### src/rtl/sched_pkg.sv
// Shared definitions for the four-lane round-robin scheduler: state codes,
// lane geometry and default parameter values.
package sched_pkg;

  typedef enum logic [1:0] {
    ST_RESET  = 2'd0,
    ST_INIT   = 2'd1,
    ST_IDLE   = 2'd2,
    ST_ACTIVE = 2'd3
  } state_e;

  localparam int NLANES          = 4;
  localparam int LANE_W          = 2;
  localparam int DEF_DATA_W      = 8;
  localparam int DEF_IDLE_CYCLES = 4;

endpackage

### src/rtl/lane_scheduler_rr4_if.sv
// Bundle of lane FIFO heads/flags, downstream backpressure and the forwarded
// word stream between the scheduler (master) and its environment (slave).
interface lane_scheduler_rr4_if
  import sched_pkg::*;
#(
  parameter int DATA_W = DEF_DATA_W
);
  logic              init;
  logic [DATA_W-1:0] data_in_0;
  logic [DATA_W-1:0] data_in_1;
  logic [DATA_W-1:0] data_in_2;
  logic [DATA_W-1:0] data_in_3;
  logic              empty_0;
  logic              empty_1;
  logic              empty_2;
  logic              empty_3;
  logic              out_almost_full;
  logic              pop_0;
  logic              pop_1;
  logic              pop_2;
  logic              pop_3;
  logic [DATA_W-1:0] data_out;
  logic              valid_out;
  logic [LANE_W-1:0] lane_out;
  logic              idle_out;
  logic [1:0]        state_out;

  modport master (
    input  init, data_in_0, data_in_1, data_in_2, data_in_3,
           empty_0, empty_1, empty_2, empty_3, out_almost_full,
    output pop_0, pop_1, pop_2, pop_3,
           data_out, valid_out, lane_out, idle_out, state_out
  );

  modport slave (
    output init, data_in_0, data_in_1, data_in_2, data_in_3,
           empty_0, empty_1, empty_2, empty_3, out_almost_full,
    input  pop_0, pop_1, pop_2, pop_3,
           data_out, valid_out, lane_out, idle_out, state_out
  );
endinterface

### src/rtl/rr_priority4.sv
// Rotated priority encoder: picks the first requesting lane starting at ptr
// and wrapping modulo four. Purely combinational.
module rr_priority4 (
  input  logic [3:0] req,
  input  logic [1:0] ptr,
  output logic       gnt_valid,
  output logic [1:0] gnt_idx
);

  always_comb begin
    logic       found;
    logic [1:0] idx;
    gnt_valid = |req;
    gnt_idx   = ptr;
    found     = 1'b0;
    idx       = ptr;
    for (int i = 0; i < 4; i++) begin
      idx = ptr + 2'(i);
      if (!found && req[idx]) begin
        gnt_idx = idx;
        found   = 1'b1;
      end
    end
  end

endmodule

### src/rtl/lane_scheduler_rr4.sv
// Four-lane round-robin scheduler: pops the granted lane FIFO and forwards its
// head word through one output register, under a RESET/INIT/IDLE/ACTIVE FSM.
module lane_scheduler_rr4
  import sched_pkg::*;
#(
  parameter int DATA_W      = DEF_DATA_W,
  parameter int IDLE_CYCLES = DEF_IDLE_CYCLES
) (
  input logic                  clk_f,
  input logic                  reset,
  lane_scheduler_rr4_if.master bus
);

  state_e            state_q, state_d;
  logic [LANE_W-1:0] ptr_q, ptr_d;
  logic [3:0]        idle_cnt_q, idle_cnt_d;
  logic [DATA_W-1:0] data_q, data_d;
  logic              valid_q, valid_d;
  logic [LANE_W-1:0] lane_q, lane_d;

  logic [NLANES-1:0] req;
  logic              gnt_valid;
  logic [LANE_W-1:0] gnt_idx;
  logic [DATA_W-1:0] gnt_data;
  logic              fire;
  logic [3:0]        idle_cnt_inc;

  assign req = ~{bus.empty_3, bus.empty_2, bus.empty_1, bus.empty_0};

  rr_priority4 u_arb (
    .req       (req),
    .ptr       (ptr_q),
    .gnt_valid (gnt_valid),
    .gnt_idx   (gnt_idx)
  );

  always_comb begin
    gnt_data = bus.data_in_0;
    case (gnt_idx)
      2'd1:    gnt_data = bus.data_in_1;
      2'd2:    gnt_data = bus.data_in_2;
      2'd3:    gnt_data = bus.data_in_3;
      default: gnt_data = bus.data_in_0;
    endcase
  end

  // Reset in the same cycle must already suppress the pop, not just the state.
  assign fire = (state_q == ST_ACTIVE) && !bus.init && !bus.out_almost_full
                && gnt_valid && !reset;

  assign bus.pop_0 = fire && (gnt_idx == 2'd0);
  assign bus.pop_1 = fire && (gnt_idx == 2'd1);
  assign bus.pop_2 = fire && (gnt_idx == 2'd2);
  assign bus.pop_3 = fire && (gnt_idx == 2'd3);

  assign idle_cnt_inc = idle_cnt_q + 4'd1;

  always_comb begin
    state_d    = state_q;
    ptr_d      = ptr_q;
    idle_cnt_d = 4'd0;
    data_d     = data_q;
    valid_d    = 1'b0;
    lane_d     = lane_q;

    case (state_q)
      ST_RESET: state_d = ST_INIT;
      ST_INIT: begin
        if (!bus.init) state_d = ST_IDLE;
      end
      ST_IDLE: begin
        if (bus.init)                                state_d = ST_INIT;
        else if (gnt_valid && !bus.out_almost_full) state_d = ST_ACTIVE;
      end
      ST_ACTIVE: begin
        if (bus.init) begin
          state_d = ST_INIT;
        end else if (!gnt_valid) begin
          // Only fully empty cycles count; backpressured cycles with work pending clear it.
          idle_cnt_d = idle_cnt_inc;
          if (idle_cnt_inc == 4'(IDLE_CYCLES)) begin
            state_d    = ST_IDLE;
            idle_cnt_d = 4'd0;
          end
        end
      end
      default: state_d = ST_RESET;
    endcase

    if (fire) begin
      data_d  = gnt_data;
      valid_d = 1'b1;
      lane_d  = gnt_idx;
      ptr_d   = gnt_idx + 2'd1;
    end
  end

  always_ff @(posedge clk_f) begin
    if (reset) begin
      state_q    <= ST_RESET;
      ptr_q      <= '0;
      idle_cnt_q <= 4'd0;
      data_q     <= '0;
      valid_q    <= 1'b0;
      lane_q     <= '0;
    end else begin
      state_q    <= state_d;
      ptr_q      <= ptr_d;
      idle_cnt_q <= idle_cnt_d;
      data_q     <= data_d;
      valid_q    <= valid_d;
      lane_q     <= lane_d;
    end
  end

  assign bus.data_out  = data_q;
  assign bus.valid_out = valid_q;
  assign bus.lane_out  = lane_q;
  assign bus.idle_out  = (state_q == ST_IDLE);
  assign bus.state_out = state_q;

endmodule

### src/flat_wrapper.sv
// flat-port wrapper written by rule: the top's interface ports become plain ports
module lane_scheduler_rr4_flat import sched_pkg::*;
#(
  parameter int DATA_W      = DEF_DATA_W,
  parameter int IDLE_CYCLES = DEF_IDLE_CYCLES
)
  (clk_f, reset, bus_init, bus_data_in_0, bus_data_in_1, bus_data_in_2, bus_data_in_3, bus_empty_0, bus_empty_1, bus_empty_2, bus_empty_3, bus_out_almost_full, bus_pop_0, bus_pop_1, bus_pop_2, bus_pop_3, bus_data_out, bus_valid_out, bus_lane_out, bus_idle_out, bus_state_out);
  lane_scheduler_rr4_if #(.DATA_W(DATA_W)) bus_i ();
  input logic clk_f;
  input logic reset;
  input wire logic [$bits(bus_i.init)-1:0] bus_init;
  input wire logic [$bits(bus_i.data_in_0)-1:0] bus_data_in_0;
  input wire logic [$bits(bus_i.data_in_1)-1:0] bus_data_in_1;
  input wire logic [$bits(bus_i.data_in_2)-1:0] bus_data_in_2;
  input wire logic [$bits(bus_i.data_in_3)-1:0] bus_data_in_3;
  input wire logic [$bits(bus_i.empty_0)-1:0] bus_empty_0;
  input wire logic [$bits(bus_i.empty_1)-1:0] bus_empty_1;
  input wire logic [$bits(bus_i.empty_2)-1:0] bus_empty_2;
  input wire logic [$bits(bus_i.empty_3)-1:0] bus_empty_3;
  input wire logic [$bits(bus_i.out_almost_full)-1:0] bus_out_almost_full;
  output wire logic [$bits(bus_i.pop_0)-1:0] bus_pop_0;
  output wire logic [$bits(bus_i.pop_1)-1:0] bus_pop_1;
  output wire logic [$bits(bus_i.pop_2)-1:0] bus_pop_2;
  output wire logic [$bits(bus_i.pop_3)-1:0] bus_pop_3;
  output wire logic [$bits(bus_i.data_out)-1:0] bus_data_out;
  output wire logic [$bits(bus_i.valid_out)-1:0] bus_valid_out;
  output wire logic [$bits(bus_i.lane_out)-1:0] bus_lane_out;
  output wire logic [$bits(bus_i.idle_out)-1:0] bus_idle_out;
  output wire logic [$bits(bus_i.state_out)-1:0] bus_state_out;
  assign bus_i.init = bus_init;
  assign bus_i.data_in_0 = bus_data_in_0;
  assign bus_i.data_in_1 = bus_data_in_1;
  assign bus_i.data_in_2 = bus_data_in_2;
  assign bus_i.data_in_3 = bus_data_in_3;
  assign bus_i.empty_0 = bus_empty_0;
  assign bus_i.empty_1 = bus_empty_1;
  assign bus_i.empty_2 = bus_empty_2;
  assign bus_i.empty_3 = bus_empty_3;
  assign bus_i.out_almost_full = bus_out_almost_full;
  assign bus_pop_0 = bus_i.pop_0;
  assign bus_pop_1 = bus_i.pop_1;
  assign bus_pop_2 = bus_i.pop_2;
  assign bus_pop_3 = bus_i.pop_3;
  assign bus_data_out = bus_i.data_out;
  assign bus_valid_out = bus_i.valid_out;
  assign bus_lane_out = bus_i.lane_out;
  assign bus_idle_out = bus_i.idle_out;
  assign bus_state_out = bus_i.state_out;
  lane_scheduler_rr4 #(.DATA_W(DATA_W), .IDLE_CYCLES(IDLE_CYCLES)) u_core (.clk_f(clk_f), .reset(reset), .bus(bus_i));
endmodule
### config.mk
export PLATFORM = sky130hd
export DESIGN_NAME = lane_scheduler_rr4_flat
export DESIGN_NICKNAME = d
export VERILOG_FILES = /design/src/rtl/sched_pkg.sv /design/src/rtl/lane_scheduler_rr4_if.sv /design/src/rtl/rr_priority4.sv /design/src/rtl/lane_scheduler_rr4.sv /design/src/flat_wrapper.sv
export SDC_FILE = /design/constraint.sdc
export NUM_CORES = 1
export LEC_CHECK = 0
export CORE_UTILIZATION = 42
export CTS_BUF_LIST = sky130_fd_sc_hd__clkbuf_4
export CTS_CLUSTER_DIAMETER = 50
export DETAILED_ROUTE_END_ITERATION = 8
export GPL_TIMING_DRIVEN = 0
export PLACE_DENSITY_LB_ADDON = 0.05
export RECOVER_POWER = 100
export SETUP_SLACK_MARGIN = 0.2
export SYNTH_ARGS = -nofsm -noshare
export SYNTH_HDL_FRONTEND = slang
export SYNTH_HIERARCHICAL = 1
export SYNTH_SLANG_ARGS = --single-unit
### constraint.sdc
create_clock -name clk_f -period 2.3 [get_ports clk_f]
set_input_delay 0.345 -clock clk_f [delete_from_list [all_inputs] [get_ports clk_f]]
set_output_delay 0.345 -clock clk_f [all_outputs]
set_load 0.005 [all_outputs]
# Yosys cells after proc, flatten, opt, wreduce, memory -nomap -nowiden
# Cells that the tools add are included.
classes:
  n_addsub: 5
  bitwise_logic: 2
  n_eq_ne: 11
  magnitude_cmp: 4
  muxes: 23
  n_reduce_logical: 23
ops:
  columns: ["cell", "count"]
  rows:
  - ["$pmux W8 S3", 1]
  - ["$mux W2", 9]
  - ["$logic_and A1 B1 Y1", 12]
  - ["$lt A2 B3 Y1 const B", 4]
  - ["$bmux W1 S2", 4]
  - ["$eq A2 B2 Y1 const B", 4]
  - ["$mux W1", 8]
  - ["$pmux W2 S4", 1]
  - ["$reduce_or A8 Y1", 1]
  - ["$logic_not A1 Y1", 6]
  - ["$ne A3 B3 Y1 const B", 2]
  - ["$add A2 B1 Y2 const B", 2]
  - ["$add A2 B2 Y2 const B", 2]
  - ["$add A4 B1 Y4 const B", 1]
  - ["$eq A2 B1 Y1 const B", 2]
  - ["$eq A4 B3 Y1 const B", 1]
  - ["$logic_not A2 Y1", 2]
  - ["$not A4 Y4", 1]
  - ["$reduce_and A4 Y1", 1]
  - ["$reduce_or A4 Y1", 1]
  - ["$ne A3 B2 Y1 const B", 1]
  - ["$ne A2 B2 Y1 const B", 1]
  - ["$not A1 Y1", 1]
totals:
  inputBits: 40
  word_cells: 74
  regBits: 19
  output_inout_bits: 18

# Longest topological paths before layout
# Gate-level depths: netlist of the first run.
logic_depth:
  word_depth: 15
  depth_mapped: 10
  mapped_depth_nobuf: 9

# Hierarchy
# Netlist of the first run, hierarchy kept.
modules_own_cells:
  columns: ["module", "cells_per_inst", "area_each_um2", "instances", "seq_area_each_um2"]
  rows:
  - ["lane_scheduler_rr4", 121, 1109.8, 1, 380.4]
  - ["rr_priority4", 16, 96.3, 1, 0.0]

# Worst setup path after synthesis of the first run
# OpenSTA, ideal clock, no wires.
synth_timing:
  path_type: "in2reg"
  from: "input port bus_empty_2"
  to: "register u_core.data_q[5], in the netlist u_core/bus.data_out[5]"
  setup_ns: 0.121
  n_path_buf: 1
  slack_ns: 0.230
  arrival_ns: 1.949
  stages: 10
  required_time_ns: 2.179
  path_cell_list: "inv_1 nor2b_1 a21o_1 a221oi_2 inv_1 ha_1 buf_2 a21oi_1 a21oi_1 mux2_4"
synth_via:
  elab_chain_len: 15
  elab_cells_between_ends: 28
  cone_classes: "eq/ne (3); mux (15); bitwise (1); reduce/logical (9)"
synth_rtl:
  columns: ["element", "line_no", "text"]
  rows:
  - ["from (decl)", "flat_wrapper.sv:18", "input wire logic [$bits(bus_i.empty_2)-1:0] bus_empty_2;"]
  - ["$not A4 Y4 *", "lane_scheduler_rr4.sv:28", "assign req = ~{bus.empty_3, bus.empty_2, bus.empty_1, bus.empty_0};"]
  - ["$bmux W1 S2", "rr_priority4.sv:19", "if (!found && req[idx]) begin"]
  - ["$mux W1 (implied by the code)", "rr_priority4.sv:19", null]
  - ["$mux W1", "rr_priority4.sv:19", null]
  - ["$logic_not A1 Y1", "rr_priority4.sv:19", null]
  - ["$logic_and A1 B1 Y1", "rr_priority4.sv:19", null]
  - ["$mux W1", "rr_priority4.sv:19", null]
  - ["$logic_not A1 Y1", "rr_priority4.sv:19", null]
  - ["$logic_and A1 B1 Y1", "rr_priority4.sv:19", null]
  - ["$mux W1", "rr_priority4.sv:19", null]
  - ["$logic_not A1 Y1", "rr_priority4.sv:19", null]
  - ["$logic_and A1 B1 Y1", "rr_priority4.sv:19", null]
  - ["$mux W2 *", "rr_priority4.sv:19", null]
  - ["net u_core.gnt_idx[0]", "lane_scheduler_rr4.sv:23", "logic [LANE_W-1:0] gnt_idx;"]
  - ["$eq A2 B2 Y1 or $eq A2 B1 Y1 (tied branches)", "lane_scheduler_rr4.sv:39", "case (gnt_idx)"]
  - ["$pmux W8 S3 *", "lane_scheduler_rr4.sv:39", null]
  - ["to (signal assigned)", "lane_scheduler_rr4.sv:110", "data_q <= data_d;"]
  - ["to (decl)", "lane_scheduler_rr4.sv:17", "logic [DATA_W-1:0] data_q, data_d;"]
# The timed path passes the listed nets; every way through them passes the cells marked *. The select of a mux whose other input is x is not followed.
# A chain may end at the register's enable or synchronous reset.

# Worst setup path in the final report of the first run
layout_timing:
  from: "input port bus_empty_3"
  to: "output port bus_pop_0"
layout_via:
  elab_cells_between_ends: 26
  cone_classes: "mux (14); bitwise (1); reduce/logical (11)"
layout_rtl:
  columns: ["element", "line_no", "text"]
  rows:
  - ["from (decl)", "flat_wrapper.sv:19", "input wire logic [$bits(bus_i.empty_3)-1:0] bus_empty_3;"]
  - ["$not A4 Y4", "lane_scheduler_rr4.sv:28", null]
  - ["net u_core.req[3]", "lane_scheduler_rr4.sv:21", "logic [NLANES-1:0] req;"]
  - ["$reduce_or A4 Y1", "rr_priority4.sv:13", "gnt_valid = |req;"]
  - ["net u_core.gnt_valid", "lane_scheduler_rr4.sv:22", "logic gnt_valid;"]
  - ["$logic_and A1 B1 Y1 (2 in series)", "lane_scheduler_rr4.sv:49", "&& gnt_valid && !reset;"]
  - ["$logic_and A1 B1 Y1", "lane_scheduler_rr4.sv:51", "assign bus.pop_0 = fire && (gnt_idx == 2'd0);"]
  - ["to (decl)", "flat_wrapper.sv:21", "output wire logic [$bits(bus_i.pop_0)-1:0] bus_pop_0;"]
# The timed path passes the listed nets, and every way through them passes these cells. The select of a mux whose other input is x is not followed.

==> out/results.ini, run 1 <==
[die]
die_w_um=55.6
dieArea_sq_mm=0.00309
die_h_um=55.6
num_rows=19
ios=58
initial_core_util=0.441
design.core.area_sq_mm=0.00273

[detailed_routing]
vias_per_cell=5.05
routed_wl_mm=3.47
wl_per_cell_um=14.2
first_iter_violations=41
ant_nets=0
vias=1233
drtPass1Iterations=4
drc=0

[timing]
finalCriticalPeriod_ns=2.18
hold_ws_ns=0.457
rsz0062_at_grt=true
worst_pin_slew_ns=0.442
drv_slew=0
max_freq_ghz=0.458
min_period_over_period=0.949
fin_ws_ns=0.118
finalHoldViolCount=0
finalSetupViolCount=0
slew_headroom=0.705
tns_ns=0
fin_worst_skew_ns=0.00757

[cells_and_area]
fin_cells=244
diodes=0
multi_input_area_sq_um=850
fin_util=0.784
nNetsFinal=260
drive_gt1_frac=0.329
design_area_sq_mm=0.00214
seq_area_sq_um=388
area_growth_pct=77.6
fillers=196

[global_route]
grt_usage=0.226
grt_max_degree=11
first_global_vias=1165
grt_pass1_wl_mm=5.60
gr-total-overflow=0
antenna_found_initial=0

[clock_tree]
tritoncts=yes
clk_pin_slew_ns=0.10
clock_latency_ns=0.29
htree_levels=1
cts_buffer_depth=2
clock-root-buffer=clkbuf_4
cts_made_buffers=3
cts.sinks=19

[critical_path]
cp-end-kind=output port
critPathLaunchType=input pin
cpPeakStageDelay_ns=0.24
rr_startpoint=u_core/ptr_q[1]$_SDFFE_PP0P_
cpMaxStageDelayCell=and4_2
required_ns=1.96
arrival_ns=1.84
worst-r2r-cell-count=9
worst-r2r-setup-slack_ns=0.13
r2r-end=u_core/bus.data_out[6]$_SDFFE_PP0P_
crit_type=in -> out
critPathMaxFanout=10
worstPathCellList=clkdlybuf4s15_1 > inv_1 > buf_4 > nor2_4 > nand2_1 > nor2b_1 > and4_2 > buf_8 > buf_12 > and2_4 > buf_6

[synthesis]
synth_area_leaders=dfxtp_1, nor2b_1, a21oi_1
syn_avg_cell_area_sq_um=8.80
yosys.area.top_type=dfxtp_1
ys_types=33
netlist_top_cells_count=dfxtp_1, a21oi_1, nor2b_1, inv_1
synth_edf_count=0
syn_inst=137
ys_ff_latch=19
synth_warnings=6
ys_seq_area_frac=0.315
yosysMostFrequentCell=dfxtp_1
yosysTopAreaCellShare=0.315
netlist_area_sq_mm=0.00121
synth_ff_type=dfxtp_1
synth_fp_nets=183
synthArstFlopShare=0

[placed_design]
io_buffers=57
dp_cells=225
gp_congestion=0.868
dp_hpwl_mm=2.31
dpl_worst_slack_ns=-0.846
post_dp_cell_area_sq_mm=0.00182

[min_path]
hold_path_class=reg -> reg
min_from=u_core/idle_cnt_q[0]$_SDFF_PP0_
holdPathStages=1
hold_end=u_core/idle_cnt_q[0]$_SDFF_PP0_

[power_and_ir_drop]
swShare=0.258
leakage_nw=0.899
seqPwrFrac=0.455
p_per_area_mw_per_mm2=343
p_int_uw=545
p_clk_frac=0.242
p_comb_frac=0.303
ir_worst_vdd_mv=0.433
p_sw_uw=190
total_power_uw=735

[outcome]
status=finished, final reports clean

[job]
maxCapViolCount=0

-- repair_timing --
item	in CTS	in global routing
gates resized for setup	80	8
hold buffers	0	0
endpoints found under the setup margin	12	12
setup buffers	14	1
pin swaps	13	4
gates cloned	0	0
-- power groups by stage --
stage | clock network (mW) | registers (mW) | logic, mW
after floorplan | 0 | 0.344 | 0.0740
after global placement | 0 | 0.344 | 0.164
after detailed placement | 0 | 0.344 | 0.169
after CTS | 0.183 | 0.335 | 0.219
after global routing | 0.198 | 0.336 | 0.237
final | 0.178 | 0.334 | 0.223
-- worst max-delay path by stage --
stage / end / slack, ns / from / cells after the start
after floorplan: u_core/bus.data_out[5]$_SDFFE_PP0P_ / 0.23 / bus_empty_2 / 10
after global placement: bus_pop_2 / -0.81 / bus_empty_2 / 10
after detailed placement: bus_pop_2 / -0.85 / bus_empty_2 / 10
after CTS: bus_pop_2 / 0.14 / u_core/ptr_q[0]$_SDFFE_PP0P_ / 8
after global routing: u_core/bus.data_out[1]$_SDFFE_PP0P_ / 0.05 / u_core/ptr_q[0]$_SDFFE_PP0P_ / 10
final: bus_pop_0 / 0.12 / bus_empty_3 / 11
-- critical path: cells and delay by family --
family / cells / cell delay (ns)
buffers and inverters: 6 / 0.71
and+or+nand+nor: 5 / 0.76
-- area by class of cell --
type / count / share of cell area
clock buffers: 4 / 0.0140
inverters: 10 / 0.0199
multi-input cells: 101 / 0.397
flip-flops and latches: 19 / 0.181
well taps: 31 / 0.0181
repair buffers: 72 / 0.329
plain buffers: 7 / 0.0415
-- registers in the layout (all words and copies together) (netlist names) --
name and cells:
u_core/bus.data_out 8, u_core/bus.valid_out 1, u_core/bus.state_out 2, u_core/idle_cnt_q 4, u_core/bus.lane_out 2, u_core/ptr_q 2
-- cells in the final DEF (no fill, tap or decap), types with 2 or more instances in the layout --
| cell type | netlist | routed |
|---|---|---|
| and2_4 | 0 | 4 |
| and2b_2 | 3 | 3 |
| buf_6 | 1 | 8 |
| dlygate4sd3_1 | 0 | 14 |
| buf_12 | 1 | 2 |
| a21oi_2 | 0 | 4 |
| inv_1 | 10 | 5 |
| nand3_1 | 2 | 2 |
| clkbuf_4 | 0 | 4 |
| dlygate4sd2_1 | 0 | 2 |
| a21oi_1 | 18 | 14 |
| mux2_2 | 7 | 7 |
| mux2i_1 | 3 | 3 |
| ha_4 | 0 | 4 |
| nor2b_1 | 17 | 16 |
| buf_4 | 0 | 9 |
| inv_2 | 0 | 4 |
| clkdlybuf4s50_1 | 0 | 35 |
| dfxtp_4 | 0 | 2 |
| nand2b_1 | 8 | 8 |
| nor2_1 | 6 | 5 |
| clkbuf_1 | 4 | 2 |
| dfxtp_1 | 19 | 17 |
| nor2_4 | 0 | 2 |
| mux2_4 | 2 | 2 |
| a22oi_1 | 8 | 7 |
| buf_8 | 0 | 4 |
-- logic make-up after synthesis --
kind of cell               after synthesis  share of synthesized area
DFF                                     19                      0.315
and+or+nand+nor                         50                      0.258
adders and majority gates                6                     0.0622
muxes                                   12                      0.115
AOI/OAI and AO/OA                       31                      0.161
buffers and inverters                   17                     0.0736
xor gates and xnor gates                 2                     0.0145
-- per-layer routing --
metal,GRT usage,vias up,wire [um]
li1,-,624,-
met1,0.266,561,1470
met2,0.415,46,1760
met3,0.0535,2,225
met4,0.0429,0,10
met5,0,-,0
No activity file was read; power rests on OpenSTA's default activity.
==> inputs of run 2 (changes only) <==
- CORE_UTILIZATION: 42 -> 40
- SYNTH_HIERARCHICAL: 1 -> unset
==> run 2 against run 1 <==
Synthesized cell count decreased by 5.1%. Clock power decreased by 3%. Total power decreased by 2.4%. Global-route usage increased by 2.1 points. First-iteration DRC count increased by 24%. Critical path depth decreased by 2. Via count increased by 7.2%. Setup slack got worse by 0.091 ns. Cell area decreased by 7.2%.
==> out/results.ini, run 2 <==
[critical_path]
arrival_ns=1.93
crit_type=reg -> out
crit_start=u_core.ptr_q[1]$_SDFFE_PP0P_
critPathLaunchType=flop
critPathMaxFanout=6
required_ns=1.96
r2r-end=u_core.bus.data_out[5]$_SDFFE_PP0P_
setup.worst_path.end=bus_pop_2
worstPathCellList=a2bb2oi_1 > nor2_1 > a221oi_2 > buf_4 > inv_4 > ha_4 > buf_8 > and2_1 > buf_2
cp-end-kind=output port
worst-r2r-setup-slack_ns=0.10
cpMaxStageDelayCell=dfxtp_4
worst-r2r-cell-count=12
cpPeakStageDelay_ns=0.39
rr_startpoint=u_core.ptr_q[1]$_SDFFE_PP0P_

[detailed_routing]
vias_per_cell=5.51
vias=1322
drc=0
first_iter_violations=51
drtPass1Iterations=4
wl_per_cell_um=15.3
routed_wl_mm=3.67
ant_nets=0

[placed_design]
dp_cells=217
dpl_worst_slack_ns=-0.806
dp_hpwl_mm=2.22
io_buffers=57
gp_congestion=0.721
post_dp_cell_area_sq_mm=0.00171

[timing]
finalHoldViolCount=0
rsz0062_at_grt=true
fin_ws_ns=0.0271
hold_ws_ns=0.474
min_period_over_period=0.988
fin_worst_skew_ns=0.00595
worst_pin_slew_ns=0.392
max_freq_ghz=0.440
drv_slew=0
finalSetupViolCount=0
finalCriticalPeriod_ns=2.27
slew_headroom=0.738

[die]
die_w_um=54.6
dieArea_sq_mm=0.00298
ios=58
die_h_um=54.6
design.core.area_sq_mm=0.00254
num_rows=18
initial_core_util=0.434

[power_and_ir_drop]
leakage_nw=0.819
swShare=0.268
p_sw_uw=192
p_per_area_mw_per_mm2=361
total_power_uw=717
p_comb_frac=0.289
p_clk_frac=0.242
seqPwrFrac=0.469
p_int_uw=525
ir_worst_vdd_mv=0.320

[global_route]
grt_pass1_wl_mm=5.13
grt_usage=0.247
grt_max_degree=12
antenna_found_initial=0
first_global_vias=1221
gr-total-overflow=0

[synthesis]
syn_inst=130
synth_fp_nets=176
synth_warnings=0
netlist_top_cells_count=o21ai_0, dfxtp_1, nand2_1, nand2b_1, a222oi_1
synth_area_leaders=dfxtp_1, o21ai_0, nand2b_1
yosysMostFrequentCell=o21ai_0
synthArstFlopShare=0
yosys.area.top_type=dfxtp_1
ys_ff_latch=19
synth_ff_type=dfxtp_1
yosysTopAreaCellShare=0.344
synth_edf_count=0
netlist_area_sq_mm=0.00110
ys_types=29
ys_seq_area_frac=0.344
syn_avg_cell_area_sq_um=8.50

[clock_tree]
cts_hold_buf=0
tritoncts=yes
htree_levels=1
cts.sinks=19
cts_made_buffers=3
cts_buffer_depth=2
clock-root-buffer=clkbuf_4
clk_pin_slew_ns=0.11
clock_latency_ns=0.31

[cells_and_area]
largest_register_ffs=8
design_area_sq_mm=0.00199
most-common-layout-cells=clkdlybuf4s50_1, dfxtp_1, nand2_1
fillers=183
fin_cells=240
diodes=0
area_growth_pct=80.0
drive_gt1_frac=0.238
layout_commonest_cell=clkdlybuf4s50_1
nNetsFinal=257

[job]
maxCapViolCount=0

[min_path]
hold_path_class=reg -> reg
min_from=u_core.bus.data_out[0]$_SDFFE_PP0P_

[outcome]
status=finished, final reports clean

run 2: worst min path at each step:
stage / endpoint / slack (ns) / cells past startpoint
finish: u_core.bus.data_out[0]$_SDFFE_PP0P_ / 0.47 / 2
global route: u_core.idle_cnt_q[0]$_SDFF_PP0_ / 0.49 / 1
CTS: u_core.idle_cnt_q[0]$_SDFF_PP0_ / 0.48 / 1
detailed placement: u_core.idle_cnt_q[0]$_SDFF_PP0_ / 0.46 / 1
global placement: u_core.idle_cnt_q[0]$_SDFF_PP0_ / 0.45 / 1
floorplan: u_core.bus.state_out[1]$_SDFFE_PP0P_ / 0.42 / 1
run 2: what timing repair did:
action / 4_1_cts / 5_1_grt
gates resized for setup: 58 / 20
setup endpoints to repair: 12 / 12
pin swaps: 16 / 22
hold endpoints to repair: 0 / 0
buffers inserted: 16 / 3
run 2: per-stage QoR:
stage          setup TNS [ns]  utilization
6_report                    0        0.781
5_1_grt                -0.664        0.781
4_1_cts                     0        0.760
3_5_place_dp            -6.90        0.673
3_3_place_gp            -6.91        0.673
2_1_floorplan               0            -
run 2: cell families (layout without fill, tap and decap cells):
family,Yosys count,in the layout,synth area share
XOR/XNOR,1,1,0.00793
flip-flops,19,19,0.344
multiplexers,1,1,0.00906
adder cells (fa/ha/maj),6,6,0.0679
buffers and inverters,11,91,0.0510
AO/OA/AOI/OAI,39,39,0.236
AND/OR/NAND/NOR,53,53,0.284
run 2: cell type report:
| class | count | area, sq um | share of cell area |
|---|---|---|---|
| clock inverters | 1 | 5.00 | 0.00252 |
| repair buffers | 76 | 703 | 0.354 |
| clock buffers | 3 | 22.5 | 0.0113 |
| plain buffers | 7 | 77.6 | 0.0390 |
| well taps | 30 | 37.5 | 0.0189 |
| flip-flops and latches | 19 | 384 | 0.193 |
| multi-input cells | 100 | 741 | 0.373 |
| inverters | 4 | 17.5 | 0.00881 |
run 2: routing by layer:
layer  routed length, um  global-route usage  part of all wire  vias up
li1                    -                   -                 -      629
met1                1410               0.258              0.38      601
met2                1880               0.463              0.51       77
met3                 220              0.0278             0.060       15
met4                 160               0.150             0.044        0
met5                   0                   0                 0        -
run 2: critical path: cells and delay by family, from the launching register on:
| kind | cells | cell delay, ns |
|---|---|---|
| adders and majority gates | 1 | 0.15 |
| DFF | 1 | 0.39 |
| AOI/OAI and AO/OA | 2 | 0.41 |
| and+or+nand+nor | 2 | 0.20 |
| buffers and inverters | 4 | 0.44 |
run 2: power by group through the flow:
stage / Sequential [mW] / Combinational [mW] / Clock (mW)
6_report: 0.336 / 0.207 / 0.173
5_1_grt: 0.337 / 0.223 / 0.187
4_1_cts: 0.336 / 0.189 / 0.176
3_5_place_dp: 0.345 / 0.151 / 0
3_3_place_gp: 0.345 / 0.149 / 0
2_1_floorplan: 0.345 / 0.0598 / 0
